**src/rtl/uart_arb_pkg.sv**
```systemverilog
`default_nettype none
// ============================================================================
// Module   : uart_arb_pkg
// Brief    : Shared types, constants and round-robin pick helper for uart_tx_arb
// Revision : 1.0
// ============================================================================
package uart_arb_pkg;

   typedef enum logic [1:0] {
      IDLE = 2'd0,
      HDR  = 2'd1,
      XFER = 2'd2
   } arb_state_t;

   localparam logic [3:0] HDR_TAG = 4'hA;
   localparam int         MAX_REQ = 16;

   // Index of the first set bit at or after ptr, wrapping within nreq lanes.
   // Scanning from the farthest offset down leaves the nearest hit in pick.
   function automatic logic [3:0] rr_pick(input logic [15:0] valid,
                                          input logic [3:0]  ptr,
                                          input logic [4:0]  nreq);
      logic [3:0] pick;
      logic [4:0] idx;
      pick = ptr;
      for (int i = MAX_REQ - 1; i >= 0; i--) begin
         if (5'(i) < nreq) begin
            idx = {1'b0, ptr} + 5'(i);
            if (idx >= nreq) idx = idx - nreq;
            if (valid[idx[3:0]]) pick = idx[3:0];
         end
      end
      return pick;
   endfunction

endpackage
`default_nettype wire

```
**src/rtl/rr_pick_idx.sv**
```systemverilog
`default_nettype none
// ============================================================================
// Module   : rr_pick_idx
// Brief    : Combinational round-robin priority selector over NREQ requests
// Revision : 1.0
// ============================================================================
module rr_pick_idx
   import uart_arb_pkg::*;
#(
   parameter int NREQ = 4,
   parameter int IW   = $clog2(NREQ)
) (
   input  logic [NREQ-1:0] valid,
   input  logic [IW-1:0]   ptr,
   output logic [IW-1:0]   idx,
   output logic            any
);

   logic [15:0] w_valid;
   logic [3:0]  w_ptr;

   always_comb begin
      w_valid = 16'(valid);
      w_ptr   = 4'(ptr);
      idx     = IW'(rr_pick(w_valid, w_ptr, 5'(NREQ)));
      any     = |valid;
   end

endmodule
`default_nettype wire

```
**src/rtl/uart_tx_arb.sv**
```systemverilog
`default_nettype none
// ============================================================================
// Module   : uart_tx_arb
// Brief    : Message-level round-robin arbiter sharing one uart TX write port.
//            Define UART_ARB_HDR_EN to prefix each message with {A, gidx}.
// Revision : 1.0
// ============================================================================
module uart_tx_arb
   import uart_arb_pkg::*;
#(
   parameter int NREQ = 4,
   parameter int DBIT = 8
) (
   input  logic                 clk,
   input  logic                 reset,
   input  logic [NREQ-1:0]      req_valid,
   input  logic [NREQ*DBIT-1:0] req_data,
   input  logic [NREQ-1:0]      req_last,
   output logic [NREQ-1:0]      req_ready,
   input  logic                 tx_full,
   output logic                 wr_uart,
   output logic [DBIT-1:0]      w_data,
   output logic [NREQ-1:0]      grant,
   output logic                 busy
);

   localparam int IW = $clog2(NREQ);

   arb_state_t      r_state;
   arb_state_t      w_next;
   logic [IW-1:0]   r_gidx;
   logic [IW-1:0]   r_rr_ptr;
   logic [IW-1:0]   w_pick;
   logic            w_any;
   logic            w_wr;
   logic            w_accept_last;
   logic [DBIT-1:0] w_lane [NREQ];

   genvar gi;
   generate
      for (gi = 0; gi < NREQ; gi++) begin : g_lane
         assign w_lane[gi] = req_data[gi*DBIT +: DBIT];
      end
   endgenerate

`ifdef UART_ARB_HDR_EN
   logic [7:0] w_hdr;
   assign w_hdr = {HDR_TAG, 4'(r_gidx)};
`endif

   rr_pick_idx #(
      .NREQ (NREQ),
      .IW   (IW)
   ) u_pick (
      .valid (req_valid),
      .ptr   (r_rr_ptr),
      .idx   (w_pick),
      .any   (w_any)
   );

   assign w_accept_last = (r_state == XFER) && w_wr && req_last[r_gidx];

   always_ff @(posedge clk) begin
      if (reset) begin
         r_state  <= IDLE;
         r_gidx   <= '0;
         r_rr_ptr <= '0;
      end else begin
         r_state <= w_next;
         if (r_state == IDLE && w_any) r_gidx <= w_pick;
         if (w_accept_last)
            r_rr_ptr <= (r_gidx == IW'(NREQ - 1)) ? '0 : r_gidx + IW'(1);
      end
   end

   always_comb begin
      w_next = r_state;
      case (r_state)
         IDLE: begin
            if (w_any) begin
`ifdef UART_ARB_HDR_EN
               w_next = HDR;
`else
               w_next = XFER;
`endif
            end
         end
`ifdef UART_ARB_HDR_EN
         HDR:  if (!tx_full) w_next = XFER;
`endif
         XFER: if (w_accept_last) w_next = IDLE;
         default: w_next = IDLE;
      endcase
   end

   // Write strobe depends on live tx_full so a full FIFO is never written.
   always_comb begin
      w_wr      = 1'b0;
      req_ready = '0;
      w_data    = '0;
      grant     = '0;
      busy      = (r_state != IDLE);
      if (busy) grant[r_gidx] = 1'b1;
      case (r_state)
`ifdef UART_ARB_HDR_EN
         HDR: begin
            w_wr = !tx_full;
            if (w_wr) w_data = DBIT'(w_hdr);
         end
`endif
         XFER: begin
            w_wr              = req_valid[r_gidx] & ~tx_full;
            req_ready[r_gidx] = w_wr;
            if (w_wr) w_data = w_lane[r_gidx];
         end
         default: ;
      endcase
   end

   assign wr_uart = w_wr;

endmodule
`default_nettype wire
```
**config.mk**
```make
export PLATFORM = sky130hd
export DESIGN_NAME = uart_tx_arb
export DESIGN_NICKNAME = d
export VERILOG_FILES = /design/src/rtl/uart_arb_pkg.sv /design/src/rtl/rr_pick_idx.sv /design/src/rtl/uart_tx_arb.sv
export SDC_FILE = /design/constraint.sdc
export NUM_CORES = 1
export LEC_CHECK = 0
export CORE_AREA = 8 8 59 61
export DETAILED_ROUTE_END_ITERATION = 10
export DIE_AREA = 0 0 67 69
export PLACE_DENSITY = 0.92
export SLEW_MARGIN = 0
export SYNTH_ARGS = -nofsm -noshare
export SYNTH_HDL_FRONTEND = slang
export SYNTH_SLANG_ARGS = --single-unit
```
**constraint.sdc**
```tcl
create_clock -name clk -period 2.8 [get_ports clk]
set_input_delay 0.42 -clock clk [delete_from_list [all_inputs] [get_ports clk]]
set_output_delay 0.42 -clock clk [all_outputs]
set_load 0.05 [all_outputs]
```
==> impl_metrics.py <==
metrics = {
    "outcome": {
        "status": "completed",
    },
    "timing": {
        "setup_viol": 0,
        "rsz0062_at_grt": "no",
        "fmaxAchievable_ghz": 0.412,
        "fin_crit_ns": 2.43,
        "post-route-period-util_pct": 86.7,
        "worst_slack_ns": 0.374,
        "worst-slew-pin-transition_ns": 0.516,
        "holdWs_ns": 0.599,
        "finalHoldViolCount": 0,
        "tns_ns": 0,
        "slew_violations": 0,
        "fin_skew_ns": 0.00160,
        "relSlewSlack_pct": 65.3,
    },
    "clock_tree": {
        "insertion_delay_ns": 0.24,
        "cts_setup_buffers": 0,
        "cts_buffers": 3,
        "numClockSinks": 5,
        "cts_tree": "built",
        "clk_pin_slew_ns": 0.05,
        "htree_num_levels": 1,
        "post_cts_resized": 0,
        "clockBufferDepth": 2,
        "root_buffer": "clkbuf_4",
        "holdBufCountCts": 0,
    },
    "hold_path": {
        "hold_class": "reg -> reg",
        "min_from": "r_gidx[0]",
        "worstHoldEndpoint": "r_rr_ptr[0]",
        "whs_path_depth": 1,
    },
    "synth": {
        "ys_top_cells_by_area": "mux4_2 18%, ha_1 11%, dfxtp_1 10%",
        "yosysWarnings": 0,
        "avgSynthCellArea_um2": 9.70,
        "synth.most_common_cell": "nor2_1",
        "synth_edf_count": 0,
        "ys_seq_area_share_pct": 10.2,
        "synth-seq-cells": 5,
        "synth.largest_area_cell": "mux4_2",
        "netlist_instances": 101,
        "synth_top_flop_cell": "dfxtp_1",
        "syn_nets": 153,
        "synthTopCellsByCount": "14 x nor2_1, 10 x inv_1, 9 x ha_1",
        "synth_area_um2": 980,
        "synthArstFlopShare_pct": 0,
        "yosys.cell_types.count": 38,
        "synth.top_cell.area_share_pct": 18.4,
    },
    "global_routing": {
        "grt_pass1_vias": 1181,
        "grt_max_degree": 13,
        "overflow": 0,
        "grt_pass1_wl_um": 6070,
        "track_usage_pct": 16.3,
        "antenna_found_initial": 0,
    },
    "critical_path": {
        "worst_setup_path_end_kind": "output pin",
        "cp_cell_sequence": "clkdlybuf4s50_1 > mux2i_1 > a211oi_4 > nand2_1 > nor2_1 > buf_12",
        "r2r_start": "r_rr_ptr[0]",
        "critical_path_class": "in -> out",
        "cp.arrival_ns": 2.01,
        "crit_required_ns": 2.38,
        "worstSetupStartpointType": "input pin",
        "r2r_cells": 7,
        "cp_max_fo": 5,
        "max_stage_delay_ns": 0.56,
        "timing.rr.end": "r_gidx[1]",
        "reg2reg_slack_ns": 0.57,
        "cp_slowest_cell": "clkdlybuf4s50_1",
    },
    "floorplanning": {
        "fp.coreArea_mm2": 0.00262,
        "die_width_um": 67,
        "initial_core_util_pct": 37.5,
        "io_pins": 61,
        "rows": 19,
        "die_h_um": 69,
        "die-area_mm2": 0.00462,
    },
    "drt": {
        "wl_per_cell_um": 20.4,
        "drtAntennaViolNets": 0,
        "num_vias": 1094,
        "viasPerCell": 5.61,
        "drc_errors": 0,
        "finalWirelength_um": 3980,
        "drtIter0Drc": 53,
        "dr.pass1.iters": 4,
    },
    "power": {
        "power_uw": 522,
        "p_per_area_mw_per_mm2": 298,
        "peakVddDrop_v": 0.000247,
        "p_leak_uw": 0.000696,
    },
    "placement": {
        "place.gp.congestion": 0.844,
        "dp_hpwl_um": 3380,
        "dp_slack_ns": 0.382,
        "portBuffers": 60,
    },
    "final_layout": {
        "final_nets": 217,
        "fillerInstances": 190,
        "syn2layout_area_growth_pct": 78.7,
        "layout-drive-gt1-share_pct": 31.7,
        "fin_util_pct": 66.9,
        "antennaDiodeCount": 0,
    },
    "flow_run": {
        "drv_cap": 0,
    },
}
[how the worst max path moves through the flow]
stage	to	slack, ns	cells after the start	startpoint
after global placement	req_ready[0]	0.49	6	req_valid[3]
after floorplan	req_ready[0]	0.38	4	r_state[1]
after detailed placement	req_ready[2]	0.38	6	req_valid[3]
after CTS	req_ready[3]	0.37	6	r_gidx[0]
final	req_ready[3]	0.37	6	req_valid[3]
after global routing	req_ready[3]	0.27	6	r_gidx[0]
[cell families (layout without fill, tap and decap cells)]
logic type | count (synthesis) | after routing | share of synthesized area (%)
AOI/OAI and AO/OA | 21 | 21 | 20.2
adders and majority gates | 9 | 9 | 11.5
buffers and inverters | 16 | 79 | 9.32
DFF | 5 | 5 | 10.2
muxes | 16 | 16 | 28.9
and+or+nand+nor | 34 | 34 | 19.9
[critical path, delay by kind of cell]
family / cells / cell delay, ns
buf+inv: 2 / 0.73
mux: 1 / 0.17
compound gates: 1 / 0.28
simple gates: 2 / 0.39
[stage by stage]
step | instances | instance area (um^2)
after floorplan | 101 | 980
after global placement | 191 | 1720
after detailed placement | 191 | 1720
final | 195 | 1750
after CTS | 195 | 1750
after global routing | 195 | 1750
[power breakdown]
group | switching [uW] | internal (uW) | total, uW
logic | 170 | 181 | 350
registers | 10.6 | 77.4 | 88.0
clock network | 29.9 | 53.9 | 83.8
total | 210 | 312 | 522
[cells in the final DEF (no fill, tap or decap), types with 2 or more instances in the layout]
cell and n:
nor2_1 14, buf_4 6, a211oi_4 2, o211ai_1 2, a21oi_1 2, dfxtp_1 5
ha_1 9, clkdlybuf4s50_1 45, nand2_1 3, o21ai_0 2, and3_2 8, mux2i_1 5
mux4_2 8, buf_12 13, nor3_1 2, a211oi_2 2, inv_1 10, clkbuf_4 3
[final cells by class]
type                    instances  area (um^2)  area share (%)
well taps                      31         38.8            2.22
multi-input cells              80          788            45.0
inverters                      11         41.3            2.36
clock buffers                   4         26.3            1.50
flip-flops and latches          5          100            5.72
repair buffers                 64          756            43.2
[flip-flops by register name, summed over array words and instances (netlist names)]
signal / count
r_gidx: 2
r_rr_ptr: 2
r_state: 1
[routing by layer]
metal	vias up	track usage (%)	wire [um]
met5	-	0	0
met4	0	5.12	73
met3	6	7.59	519
met2	59	28.2	1880
met1	524	16.5	1500
li1	505	-	-
Note: power is estimated with default switching activity, not from simulation.
